==> src/rtl/instr_encoder.sv <==
// Packs decoded operands (one-hot destination, mux-select source, sign-extended
// immediate) back into 16-bit instruction words and streams them to memory.
module instr_encoder #(
  parameter int unsigned           ADDR_WIDTH = 16,
  parameter logic [ADDR_WIDTH-1:0] BASE_ADDR  = 16'h0000,
  parameter logic [ADDR_WIDTH-1:0] LAST_ADDR  = 16'h03FF
) (
  input  logic                  clk,
  input  logic                  reset,
  input  logic                  clr,
  input  logic                  in_valid,
  output logic                  in_ready,
  input  logic [3:0]            opcode,
  input  logic [3:0]            ext,
  input  logic                  imm_mode,
  input  logic [15:0]           rdst_onehot,
  input  logic [4:0]            rsrc_sel,
  input  logic [15:0]           imm,
  output logic                  mem_we,
  output logic [ADDR_WIDTH-1:0] mem_addr,
  output logic [15:0]           mem_data,
  output logic                  err_valid,
  output logic [1:0]            err_code,
  output logic                  full,
  output logic [ADDR_WIDTH-1:0] words_written
);

  typedef enum logic [1:0] {IDLE, ENCODE, WRITE, ERR} state_t;

  state_t      state;
  logic [3:0]  op_q;
  logic [3:0]  ext_q;
  logic        mode_q;
  logic [15:0] rdst_q;
  logic [4:0]  rsrc_q;
  logic [15:0] imm_q;

  logic [3:0]  rdst_idx;
  logic [4:0]  rdst_cnt;
  logic [3:0]  rsrc_idx;
  logic [1:0]  err_c;
  logic [15:0] word_c;

  always_comb begin
    rdst_idx = '0;
    rdst_cnt = '0;
    for (int unsigned i = 0; i < 16; i++) begin
      if (rdst_q[i]) begin
        rdst_idx = 4'(i);
        rdst_cnt = rdst_cnt + 5'd1;
      end
    end
    rsrc_idx = 4'(rsrc_q - 5'd1);

    if (rdst_cnt != 5'd1)
      err_c = 2'b01;
    else if (!mode_q && (rsrc_q == 5'd0 || rsrc_q > 5'd16))
      err_c = 2'b10;
    else if (mode_q && (imm_q[15:8] != {8{imm_q[7]}}))
      err_c = 2'b11;
    else
      err_c = 2'b00;

    word_c = mode_q ? {op_q, rdst_idx, imm_q[7:0]}
                    : {op_q, rdst_idx, ext_q, rsrc_idx};
  end

  always_ff @(posedge clk or posedge reset) begin
    if (reset) begin
      state         <= IDLE;
      in_ready      <= 1'b1;
      mem_we        <= 1'b0;
      mem_addr      <= BASE_ADDR;
      mem_data      <= '0;
      err_valid     <= 1'b0;
      err_code      <= '0;
      full          <= 1'b0;
      words_written <= '0;
      op_q          <= '0;
      ext_q         <= '0;
      mode_q        <= 1'b0;
      rdst_q        <= '0;
      rsrc_q        <= '0;
      imm_q         <= '0;
    end else if (clr) begin
      // Restart wins over any in-flight write or error pulse.
      state         <= IDLE;
      in_ready      <= 1'b1;
      mem_we        <= 1'b0;
      mem_addr      <= BASE_ADDR;
      err_valid     <= 1'b0;
      err_code      <= '0;
      full          <= 1'b0;
      words_written <= '0;
    end else begin
      case (state)
        IDLE: begin
          if (in_valid && in_ready) begin
            op_q     <= opcode;
            ext_q    <= ext;
            mode_q   <= imm_mode;
            rdst_q   <= rdst_onehot;
            rsrc_q   <= rsrc_sel;
            imm_q    <= imm;
            in_ready <= 1'b0;
            state    <= ENCODE;
          end
        end
        ENCODE: begin
          if (err_c != 2'b00) begin
            err_valid <= 1'b1;
            err_code  <= err_c;
            state     <= ERR;
          end else begin
            mem_we   <= 1'b1;
            mem_data <= word_c;
            state    <= WRITE;
          end
        end
        WRITE: begin
          mem_we        <= 1'b0;
          words_written <= words_written + ADDR_WIDTH'(1);
          // The last address is written once; afterwards the address parks there.
          if (mem_addr == LAST_ADDR) begin
            full     <= 1'b1;
            in_ready <= 1'b0;
          end else begin
            mem_addr <= mem_addr + ADDR_WIDTH'(1);
            in_ready <= 1'b1;
          end
          state <= IDLE;
        end
        ERR: begin
          err_valid <= 1'b0;
          err_code  <= '0;
          in_ready  <= ~full;
          state     <= IDLE;
        end
        default: state <= IDLE;
      endcase
    end
  end

endmodule

==> config.mk <==
export PLATFORM = sky130hd
export DESIGN_NAME = instr_encoder
export DESIGN_NICKNAME = d
export VERILOG_FILES = /design/src/rtl/instr_encoder.sv
export SDC_FILE = /design/constraint.sdc
export NUM_CORES = 1
export LEC_CHECK = 0
export ABC_AREA = 1
export BUFFER_PORTS_ARGS = -buffer_cell sky130_fd_sc_hd__buf_2
export CORE_MARGIN = 2
export CORE_UTILIZATION = 55
export CTS_BUF_LIST = sky130_fd_sc_hd__clkbuf_16
export DETAILED_ROUTE_END_ITERATION = 8
export MAX_ROUTING_LAYER = met4
export PLACE_DENSITY = 0.79
export SYNTH_ARGS = -nofsm -noshare
export SYNTH_HDL_FRONTEND = slang
export SYNTH_SLANG_ARGS = --single-unit
==> constraint.sdc <==
create_clock -name clk -period 18.8 [get_ports clk]
set_input_delay 0.94 -clock clk [delete_from_list [all_inputs] [get_ports clk]]
set_output_delay 0.94 -clock clk [all_outputs]
set_load 0.05 [all_outputs]
* Word level (Yosys, flattened, before mapping)
Index checks and enable logic that the tools add are counted.
** Cells by class
- Eq/ne operators :: 10
- Order comparisons :: 1
- Add/sub/neg operators :: 18
- Reduce and logical (&&, ||, !) cells :: 21
- Bitwise gates (word level) :: 3
- Muxes and demuxes :: 60
** Operator list (number)
- two-way mux 16 bit :: 5
- adder 5 x 1 -> 5 bit, second input constant :: 15
- two-way mux 5 bit :: 15
- two-way mux 4 bit :: 14
- adder 16 x 1 -> 16 bit, second input constant :: 2
- equality test 16 x 10 -> 1 bit, second input constant :: 1
- two-way mux 2 bit :: 7
- two-way mux 1 bit :: 13
- AND reduction 2 bit :: 5
- inequality test 3 bit, second input constant :: 3
- two-way mux 8 bit :: 1
- inequality test 8 bit :: 1
- case mux 2 bit (3 select lines) :: 1
- AND reduction 3 bit :: 2
- nonzero test 2 bit :: 3
- nonzero test 3 bit :: 2
- greater-than comparator 5 bit, second input constant :: 1
- logical NOT 5 bit :: 1
- inequality test 5 x 1 -> 1 bit, second input constant :: 1
- equality test 2 bit, second input constant :: 2
- case mux 1 bit (2 select lines) :: 2
- case mux 2 bit (2 select lines) :: 1
- nonzero test 4 bit :: 1
- subtractor 4 x 1 -> 4 bit, second input constant :: 1
- other kinds (9) :: 13
** Word-level totals
- Flip-flop bits (word level) :: 102
- Logic and storage cells :: 128
- Output and inout port bits :: 54
- Bits of input ports :: 50

* Longest topological paths before layout
Gate-level depths: netlist (run 1).
- Depth in word-level cells :: 37
- Depth in mapped cells :: 58

* Worst setup path after synthesis (run 1)
Ideal clock, no wire load.
- Path kind :: register to register
- From :: reg rdst_q[0]
- To :: reg mem_data[0]
- Data required time :: 18.677 ns
- Slack :: 10.620 ns
- Period minus slack after synthesis :: 8.180 ns
- Cell stages (with the launch flop) :: 56
- Setup time :: 0.123 ns
- Arrival time :: 8.057 ns
- Cells stage by stage :: dfrtp_1 > inv_1 > ha_1 > inv_1 > nand2_4 > nand2_2 > inv_1 > ha_1 > nand2_1 > nand2_1 > ha_1 > or2_1 > nand2_1 > inv_1 > ha_1 > nand2_1 > nand2_2 > ha_1 > [... 20 more ...] > nand2_1 > inv_1 > ha_1 > or2_2 > nand2_1 > inv_1 > ha_1 > or2_2 > nand2_1 > inv_2 > ha_1 > o21ai_1 > nand3_2 > nor2_4 > nand4_4 > buf_2 > nand2_1 > o21ai_1
** On the way
- Word-level cells in the longest chain between the ends :: 36
** RTL lines
- start, declared :: RTL line 34 : logic [15:0] rdst_q;
- start signal, assigned :: RTL line 102 : rdst_q <= rdst_onehot;
- two-way mux 1 bit * :: RTL line 48 : if (rdst_q[i]) begin
- adder 5 x 1 -> 5 bit :: RTL line 50 : rdst_cnt = rdst_cnt + 5'd1;
- two-way mux 5 bit * :: RTL line 48
- adder 5 x 1 -> 5 bit :: RTL line 50
- two-way mux 5 bit * :: RTL line 48
- adder 5 x 1 -> 5 bit :: RTL line 50
- two-way mux 5 bit * :: RTL line 48
- adder 5 x 1 -> 5 bit :: RTL line 50
- [... 20 more ...]
- two-way mux 5 bit * :: RTL line 48
- adder 5 x 1 -> 5 bit :: RTL line 50
- two-way mux 5 bit * :: RTL line 48
- inequality test 5 x 1 -> 1 bit * :: RTL line 55 : if (rdst_cnt != 5'd1)
- two-way mux 2 bit * :: RTL line 55
- nonzero test 2 bit * :: RTL line 110 : if (err_c != 2'b00) begin
- inverter 1 bit (no source line) *
- AND reduction 3 bit (no source line) *
- end signal, assigned :: RTL line 116 : mem_data <= word_c;
- end, declared :: RTL line 21 : output logic [15:0] mem_data,
Every way passes the cells marked *; elsewhere a longest branch is shown, timed or not.
A chain may end at the register's enable or synchronous reset.

* Worst setup path in the final report (run 1)
- From :: reg rdst_q[1]
- To :: reg mem_data[13]
** On the way
- Word-level cells in the longest chain between the ends :: 34
** RTL lines (RTL line)
- two-way mux 5 bit * :: 48
- adder 5 x 1 -> 5 bit :: 50
- two-way mux 5 bit * :: 48
- adder 5 x 1 -> 5 bit :: 50
- two-way mux 5 bit * :: 48
- adder 5 x 1 -> 5 bit :: 50
- two-way mux 5 bit * :: 48
- adder 5 x 1 -> 5 bit :: 50
- [... 18 more ...]
- two-way mux 5 bit * :: 48
- adder 5 x 1 -> 5 bit :: 50
- two-way mux 5 bit * :: 48
- inequality test 5 x 1 -> 1 bit * :: 55
- two-way mux 2 bit * :: 55
- nonzero test 2 bit * :: 110
- inverter 1 bit (no source line) *
- AND reduction 3 bit (no source line) *
Marked as above.

==> flow_summary_export.csv, run 1 <==
group,metric,value,unit
status,status,"finished, final reports clean",
die,pin_count,104,
cts,cts.hold.buffers_added,0,
layout,nNetsFinal,1029,
setup_path,crit_fanout,32,
route,wire_per_inst,12.2,um
die,dieHeight,112,um
cts,clk_pin_slew,0.07,ns
cts,cts.path.max_buffers,2,
global_routing,antenna_found_initial,1,
die,start_util,0.561,
timing,final.setup_skew,0.00883,ns
synthesis,ys_ff_latch,102,
timing,tns,0,ns
route,vias_per_cell,5.01,
synthesis,synth-adder-area-share,0.0432,
layout,n_fill_cell,1019,
route,vias,5539,
synthesis,synth.distinct_cells,43,
layout,final_layout_size_suffix_gt1_frac,0.221,
global_routing,grt_max_degree,82,
die,die_w,112,um
placement,post-dp-hpwl,10.2,mm
global_routing,grt_pass1_vias,5285,
timing,rsz0062_at_grt,"no",
timing,setup_viol_count_final,0,
route,met3_length,680,um
timing,relSlewSlack,0.333,
placement,gp_congestion,0.873,
route,ant_nets,0,
route,drc,0,
synthesis,synth-xor-area-share,0.00412,
route,wirelength_met1,6.62,mm
setup_path,cp-start-kind,"flop",
synthesis,yosys.area.top_type,"dfrtp_1",
global_routing,gr-usage-all-layers,0.236,
placement,port_buffers,103,
synthesis,synth_top_area_frac,0.396,
timing,post-route-period-util,0.475,
layout,post-route-util,0.642,
setup_path,crit_top_cell,"nand2_1",
cts,htreeDepth,3,
route,drt-total-wl,13.5,mm
route,firstDrtPassIters,4,
route,routed.top_layer,"met4",
timing,hold_viol_final,0,
layout,areaGrowthSynthToFinish,14.4,%
synthesis,synth_top_family_by_area,"simple AND/OR/NAND/NOR gates",
setup_path,crit_type,"reg2reg",
synthesis,avgSynthCellArea,7.42,um^2
synthesis,synth_nets,932,
cts,cts_resized,0,
die,die_area,12500,um^2
die,core,11400,um^2
die,rows,39,
route,route.met2.wl,6.07,mm
setup_path,critPathBufInv,8,
synthesis,netlist_area,6380,um^2
global_routing,gr-total-overflow,0,
setup_path,cp-end-kind,"flop",
setup_path,slowest_stage,"nand4_4",
synthesis,synth_area_leaders,"dfrtp_1, nand2_1, inv_1",
cts,cts_buffers,9,
worst_hold_path,hold_path_class,"reg2reg",
synthesis,ys_seq_area_frac,0.400,
setup_path,required,19.01,ns
setup_path,cp_top_family,"simple AND/OR/NAND/NOR gates",
cts,clk_latency,0.34,ns
run,max_cap_violations,0,
timing,min_period,8.94,ns
synthesis,ys_async_sr_fraction,1.00,
global_routing,grt_pass1_wl,23.8,mm
synthesis,synth_edf_count,0,
cts,clock_sinks,102,
synthesis,synthCells,860,
timing,drv_slew,0,
setup_path,arrival,9.15,ns
synthesis,ys_warn_count,0,
cts,post_cts_buffers,0,
route,drtIter0Drc,269,
synthesis,yosys.area_share.simple,0.318,
setup_path,slowest_delay,0.41,ns
synthesis,ys.flop_type,"dfrtp_1",
synthesis,muxShareOfSynthArea,0.0257,
timing,tightest_slew,1.00,ns
cts,cts_tree,"done",
cts,cts_root_buf,"clkbuf_16",
synthesis,synth_compound_area_frac,0.105,
timing,clock.fmax,112,MHz
## synthesized netlist by cell type, types with 2 or more instances
| cell | count |
|---|---|
| xor2_1 | 2 |
| nor2_1 | 87 |
| ha_1 | 22 |
| nor2_2 | 5 |
| dfrtp_1 | 101 |
| o21ai_0 | 32 |
| a21oi_1 | 63 |
| buf_6 | 2 |
| clkbuf_1 | 15 |
| o21ai_1 | 12 |
| nand4_1 | 7 |
| nand2_4 | 3 |
| nand3_1 | 55 |
| mux2i_1 | 4 |
| o21ai_2 | 3 |
| a211oi_1 | 2 |
| inv_1 | 144 |
| nand3b_1 | 7 |
| nand3_4 | 3 |
| nor4_1 | 8 |
| nand2_2 | 35 |
| mux2_2 | 11 |
| nand2_1 | 179 |
| nand3_2 | 13 |
| nor3_1 | 12 |
| o31ai_1 | 2 |
| or2_2 | 6 |
| inv_2 | 9 |
| a41oi_1 | 2 |
## worst min-delay path, stage by stage, from the launching register on
cell	delay, ns
dfrtp_1	0.35
nand2_1	0.05
o21ai_1	0.06
## cells by family after synthesis
logic type | count (synthesis)
flip-flops | 102
AND/OR/NAND/NOR | 424
multiplexers | 15
buffers and inverters | 171
AO/OA/AOI/OAI | 123
adder cells (fa/ha/maj) | 22
XOR/XNOR | 3
## worst paths after layout
check | start | to | slack (ns) | cells after the start
min in group asynchronous | reset | imm_q[6] | 0.72 | 2
setup / recovery | rdst_q[1] | mem_data[13] | 9.86 | 54
hold / removal | mem_data[12] | mem_data[12] | 0.50 | 2
max in group asynchronous | reset | words_written[13] | 17.01 | 3
hold reg to reg | mem_data[12] | mem_data[12] | 0.50 | 2
setup reg to reg | rdst_q[1] | mem_data[13] | 9.86 | 54
## cell usage in the layout, fill, tap and decap left out, types with 2 or more instances in the layout
cell        instances
nand3_4             4
nor2_2              5
a211oi_1            2
nand3b_1            7
clkbuf_16           9
nand4_1             7
nor2_1             87
nand3_2            13
nor4_1              8
clkinvlp_4          2
nand3_1            54
o31ai_1             2
nor3_1             12
nand2_1           179
o21ai_0            32
inv_2               9
buf_2             103
o21ai_1            12
nand2_2            35
a41oi_1             2
mux2_2             11
a21oi_1            63
mux2i_1             4
nand2_4             3
o21ai_2             3
inv_1             143
inv_6               2
xor2_1              2
or2_2               6
ha_1               22
dfrtp_1           101
## metrics by stage
step	cells	worst slack [ns]	hold slack, ns	instance area (um^2)
3_3_place_gp	1089	10.19	0.463	7010
4_1_cts	1105	9.83	0.500	7290
2_1_floorplan	860	10.62	0.474	6380
5_1_grt	1106	9.15	0.522	7290
3_5_place_dp	1089	9.87	0.482	7010
6_report	1106	9.86	0.498	7290
## routing by layer
metal / global-route usage / vias up
li1: - / 2945
met1: 0.318 / 2486
met2: 0.370 / 99
met3: 0.0506 / 9
met4: 0.0551 / 0
met5: - / -
## registers in the layout, indices dropped and copies added, names as in the netlist
signal and count:
imm_q 16, mem_addr 16, mem_data 16, rdst_q 16, words_written 16, rsrc_q 5, ext_q 4, op_q 4
err_code 2, state 2, err_valid 1, full 1, in_ready 1, mem_we 1, mode_q 1
## area by class of cell
cell class / instances / area [um^2] / share of cell area
Timing Repair Buffer: 104 / 523 / 0.0717
Antenna cell: 1 / 2.50 / 0.000343
Inverter: 153 / 577 / 0.0791
Tap cell: 143 / 179 / 0.0245
Clock inverter: 7 / 56.3 / 0.00772
Clock buffer: 9 / 225 / 0.0309
Multi-Input combinational cell: 587 / 3180 / 0.436
Sequential cell: 102 / 2550 / 0.350
Power of run 1 is not shown: default switching activity piles up to over one toggle a cycle in this logic, so the estimate is an artifact.
==> run 2: changes to the inputs <==
==> constraint.sdc (replaced) <==
create_clock -name clk -period 8.4 [get_ports clk]
set_input_delay 0.42 -clock clk [delete_from_list [all_inputs] [get_ports clk]]
set_output_delay 0.42 -clock clk [all_outputs]
set_load 0.05 [all_outputs]
==> run 2 against run 1 <==
Against the previous run:
- sequential cell count did not move
- highest routed layer unchanged
- global-route usage rose by 0.81 points
- largest cell class unchanged
- non-clock buffer count rose by 22
- register-to-register slack got worse by 9.5 ns
==> flow_summary_export.csv, run 2 (synthesis gave the netlist of run 1 again) <==
group,metric,value,unit
cts,cts_buffers,9,
global_routing,grt_pass1_wl,24.7,mm
layout,final_layout_size_suffix_gt1_frac,0.261,
placement,post-dp-hpwl,10.3,mm
global_routing,gr-total-overflow,0,
setup_path,slowest_delay,0.40,ns
setup_path,cp-start-kind,"flop",
timing,tightest_slew,0.985,ns
setup_path,cp-end-kind,"flop",
layout,layout_common_cells,"nand2_1, inv_1, buf_2, dfrtp_1, nor2_1",
setup_path,arrival,8.25,ns
worst_hold_path,hold_path_class,"in2async",
setup_path,slowest_stage,"dfrtp_1",
timing,clock.fmax,125,MHz
route,wire_per_inst,12.9,um
layout,final_cell_area,7650,um^2
cts,clk_pin_slew,0.07,ns
status,status,"finished, final reports clean",
global_routing,antenna_found_initial,1,
setup_path,crit_top_cell,"nand2_2",
cts,clk_latency,0.34,ns
route,drc,0,
timing,post-route-period-util,0.954,
global_routing,grt_max_degree,82,
placement,port_buffers,103,
setup_path,crit_type,"reg2reg",
placement,dp_slack,-0.247,ns
timing,setup_viol_count_final,0,
global_routing,grt_pass1_vias,5616,
route,ant_nets,0,
timing,hold_viol_final,0,
die,pin_count,104,
cts,htreeDepth,3,
layout,mostFrequentLayoutCell,"nand2_1",
global_routing,gr-usage-all-layers,0.244,
layout,nNetsFinal,1051,
die,dieHeight,112,um
die,start_util,0.561,
die,die_area,12500,um^2
timing,relSlewSlack,0.342,
run,max_cap_violations,0,
layout,n_fill_cell,982,
cts,clock_sinks,102,
cts,cts.hold.buffers_added,0,
timing,layout_setup_ws,0.382,ns
setup_path,crit_fanout,8,
route,vias_per_cell,5.11,
timing,drv_slew,0,
route,drtIter0Drc,275,
route,drt-total-wl,14.6,mm
timing,min_period,8.02,ns
die,core,11400,um^2
cts,cts_tree,"done",
cts,cts_root_buf,"clkbuf_16",
placement,gp_congestion,0.881,
placement,place_area,7050,um^2
layout,areaGrowthSynthToFinish,20.0,%
timing,final.setup_skew,0.00626,ns
route,vias,5764,
die,die_w,112,um
route,firstDrtPassIters,4,
setup_path,required,8.63,ns
die,rows,39,
cts,cts.path.max_buffers,2,
==> run 2: layer usage <==
metal / GRT usage / up-vias / wire length, um
met5: - / - / 0
met4: 0.0584 / 0 / 201
met3: 0.0512 / 19 / 634
met2: 0.391 / 96 / 6820
met1: 0.321 / 2656 / 6900
li1: - / 2993 / -
==> run 2: final timing paths <==
kind / start / endpoint / slack [ns] / cells after the start
min reg2reg: mem_data[2] / mem_data[2] / 0.49 / 2
max reg2reg: rdst_q[0] / mem_data[8] / 0.38 / 55
max: rdst_q[0] / mem_data[8] / 0.38 / 55
min: reset / imm_q[6] / 0.06 / 2
max in group asynchronous: reset / err_code[1] / 7.10 / 3
min in group clk: imm[6] / imm_q[6] / 0.31 / 2
==> run 2: layout make-up <==
type	count	area (um^2)	share of cell area
flip-flops and latches	102	2550	0.334
multi-input cells	587	3340	0.436
clock inverters	7	35.0	0.00458
clock buffers	9	225	0.0294
well taps	143	179	0.0234
inverters	153	579	0.0757
diodes	1	2.50	0.000327
repair buffers	126	741	0.0968
==> run 2: per-stage QoR <==
| step | TNS [ns] | hold slack [ns] | util | cells |
|---|---|---|---|---|
| after global routing | -0.603 | 0.0848 | 0.673 | 1128 |
| after global placement | 0 | 0.427 | 0.620 | 1093 |
| after floorplan | 0 | 0.474 | - | 860 |
| after detailed placement | -4.44 | 0.431 | 0.620 | 1093 |
| after CTS | 0 | 0.0646 | 0.659 | 1121 |
| final | 0 | 0.0625 | 0.673 | 1128 |
==> run 2: repair_timing <==
action / CTS / global route
hold endpoints to repair: 0 / 0
setup endpoints to repair: 21 / 21
pin swaps: 10 / 12
setup buffers: 10 / 6
gates resized for setup: 18 / 19
cloned: 2 / 0
==> run 2: critical path: cells and delay by family (launching register included) <==
| family | cells | cell delay (ns) |
|---|---|---|
| compound gates | 2 | 0.30 |
| fa+ha+maj | 14 | 3.42 |
| buf+inv | 9 | 0.68 |
| flops | 1 | 0.40 |
| simple gates | 30 | 3.11 |
Power of run 2 is left out for the same reason.
==> run 3: changes to the inputs <==
--- a/config.mk
+++ b/config.mk
@@ -12,7 +12,7 @@
 export CTS_BUF_LIST = sky130_fd_sc_hd__clkbuf_16
 export DETAILED_ROUTE_END_ITERATION = 8
 export MAX_ROUTING_LAYER = met4
-export PLACE_DENSITY = 0.79
+export PLACE_DENSITY_LB_ADDON = 0.15
 export SYNTH_ARGS = -nofsm -noshare
 export SYNTH_HDL_FRONTEND = slang
 export SYNTH_SLANG_ARGS = --single-unit
==> run 3 against run 2 <==
Against the previous run:
- count of clock-buffer cells in the layout unchanged
- clock skew up 0.0019 ns
- wire length up 17%
- global-route usage increased by 2.9 points
- sequential share of layout area is 2.4 points lower
- register-to-register slack worse by 0.21 ns
- highest routed layer unchanged
- worst setup slack got worse by 0.21 ns
==> flow_summary_export.csv, run 3 (synthesis gave the netlist of run 1 again) <==
group,metric,value,unit
status,status,"finished, final reports clean",
die,pin_count,104,
global_routing,gr-total-overflow,0,
die,rows,39,
global_routing,grt_pass1_wl,27.0,mm
setup_path,cp-end-kind,"flop",
route,drtIter0Drc,420,
layout,antenna_cells,0,
cts,cts_buffers,9,
timing,post-route-period-util,0.979,
setup_path,r2r_slack,0.18,ns
die,start_util,0.561,
setup_path,slowest_stage,"dfrtp_1",
cts,clock_sinks,102,
timing,tightest_slew,0.995,ns
timing,clock.fmax,122,MHz
route,drt-total-wl,17.1,mm
route,wire_per_inst,14.6,um
global_routing,grt_max_degree,82,
layout,areaGrowthSynthToFinish,29.3,%
setup_path,cp-start-kind,"flop",
cts,cts_root_buf,"clkbuf_16",
cts,cts.path.max_buffers,2,
setup_path,required,8.68,ns
die,dieHeight,112,um
setup_path,crit_type,"reg2reg",
route,firstDrtPassIters,6,
route,drc,0,
timing,hold_viol_final,0,
setup_path,slowest_delay,0.39,ns
cts,htreeDepth,3,
die,core,11400,um^2
cts,clk_pin_slew,0.07,ns
route,ant_nets,0,
setup_path,arrival,8.50,ns
cts,cts.hold.buffers_added,0,
cts,clk_latency,0.34,ns
layout,mostFrequentLayoutCell,"nand2_1",
worst_hold_path,hold_path_class,"in2async",
layout,layout_common_cells,"nand2_1, inv_1, buf_2, dfrtp_1, nor2_1",
setup_path,rr_endpoint,"mem_data[9]",
route,vias,6211,
run,max_cap_violations,0,
global_routing,gr-usage-all-layers,0.273,
layout,n_fill_cell,886,
placement,post-dp-hpwl,10.1,mm
die,die_area,12500,um^2
route,vias_per_cell,5.30,
placement,gp_congestion,0.870,
global_routing,antenna_found_initial,0,
setup_path,crit_fanout,8,
layout,nNetsFinal,1096,
global_routing,grt_pass1_vias,5933,
setup_path,timing.rr.start,"rdst_q[0]",
layout,regArea,2550,um^2
placement,port_buffers,103,
timing,final.setup_skew,0.00813,ns
timing,min_period,8.22,ns
timing,relSlewSlack,0.336,
layout,final_layout_size_suffix_gt1_frac,0.342,
setup_path,crit_top_cell,"buf_4",
setup_path,rr_worst_depth,69,
timing,drv_slew,0,
cts,cts_tree,"done",
timing,tns,0,ns
die,die_w,112,um
layout,multi_input_area,3530,um^2
timing,setup_viol_count_final,0,
run 3: cell count changes in the layout (fill, tap and decap cells not counted), moves of 3 or more:
cell / delta
buf_4: +42
nand2_1: -27
nand2_2: +19
nand3_1: -11
nand3_2: +10
nand2_4: +8
inv_1: -4
clkinv_4: +3
run 3: how the worst max path moves through the flow:
stage / startpoint / endpoint / slack, ns / cells past startpoint
after floorplan: rdst_q[0] / mem_data[0] / 0.22 / 55
after global placement: rdst_q[0] / mem_data[11] / 0.06 / 55
after detailed placement: rdst_q[0] / mem_data[11] / -0.13 / 55
after CTS: rdst_q[1] / mem_data[10] / 0.01 / 56
after global routing: rdst_q[0] / mem_data[9] / -0.23 / 69
final: rdst_q[0] / mem_data[9] / 0.18 / 69
run 3: worst max-delay path, delay by kind of cell, from the launching register on:
family | cells | cell delay (ns)
compound gates | 1 | 0.04
flops | 1 | 0.39
fa+ha+maj | 7 | 1.70
simple gates | 31 | 2.66
buf+inv | 30 | 3.32
run 3: area by class of cell:
class,count,area share
tap,143,0.0217
inverter,153,0.0705
clock inverter,7,0.00986
clock buffer,9,0.0273
timing repair buffer,171,0.133
sequential,102,0.310
multi-input combinational,587,0.427
run 3: timing repair:
action	CTS	global route
pin swaps	10	42
setup endpoints to repair	21	21
resized for setup	14	81
buffers inserted	57	9
gates cloned	2	1
run 3: per-stage QoR:
step / instance area, um^2 / hold slack [ns] / worst slack, ns / cells / utilization
floorplan: 6380 / 0.474 / 0.220 / 860 / -
global placement: 7060 / 0.469 / 0.0554 / 1094 / 0.621
detailed placement: 7060 / 0.481 / -0.132 / 1094 / 0.621
CTS: 7880 / 0.121 / 0.0144 / 1169 / 0.693
global route: 8250 / 0.148 / -0.226 / 1172 / 0.725
finish: 8250 / 0.118 / 0.175 / 1172 / 0.725
run 3: metal layers:
metal / track usage / up-vias / share of wire
li1: - / 3071 / -
met1: 0.342 / 2878 / 0.43
met2: 0.435 / 217 / 0.48
met3: 0.0539 / 45 / 0.058
met4: 0.113 / 0 / 0.030
met5: - / - / 0
Power of run 3 is left out for the same reason.
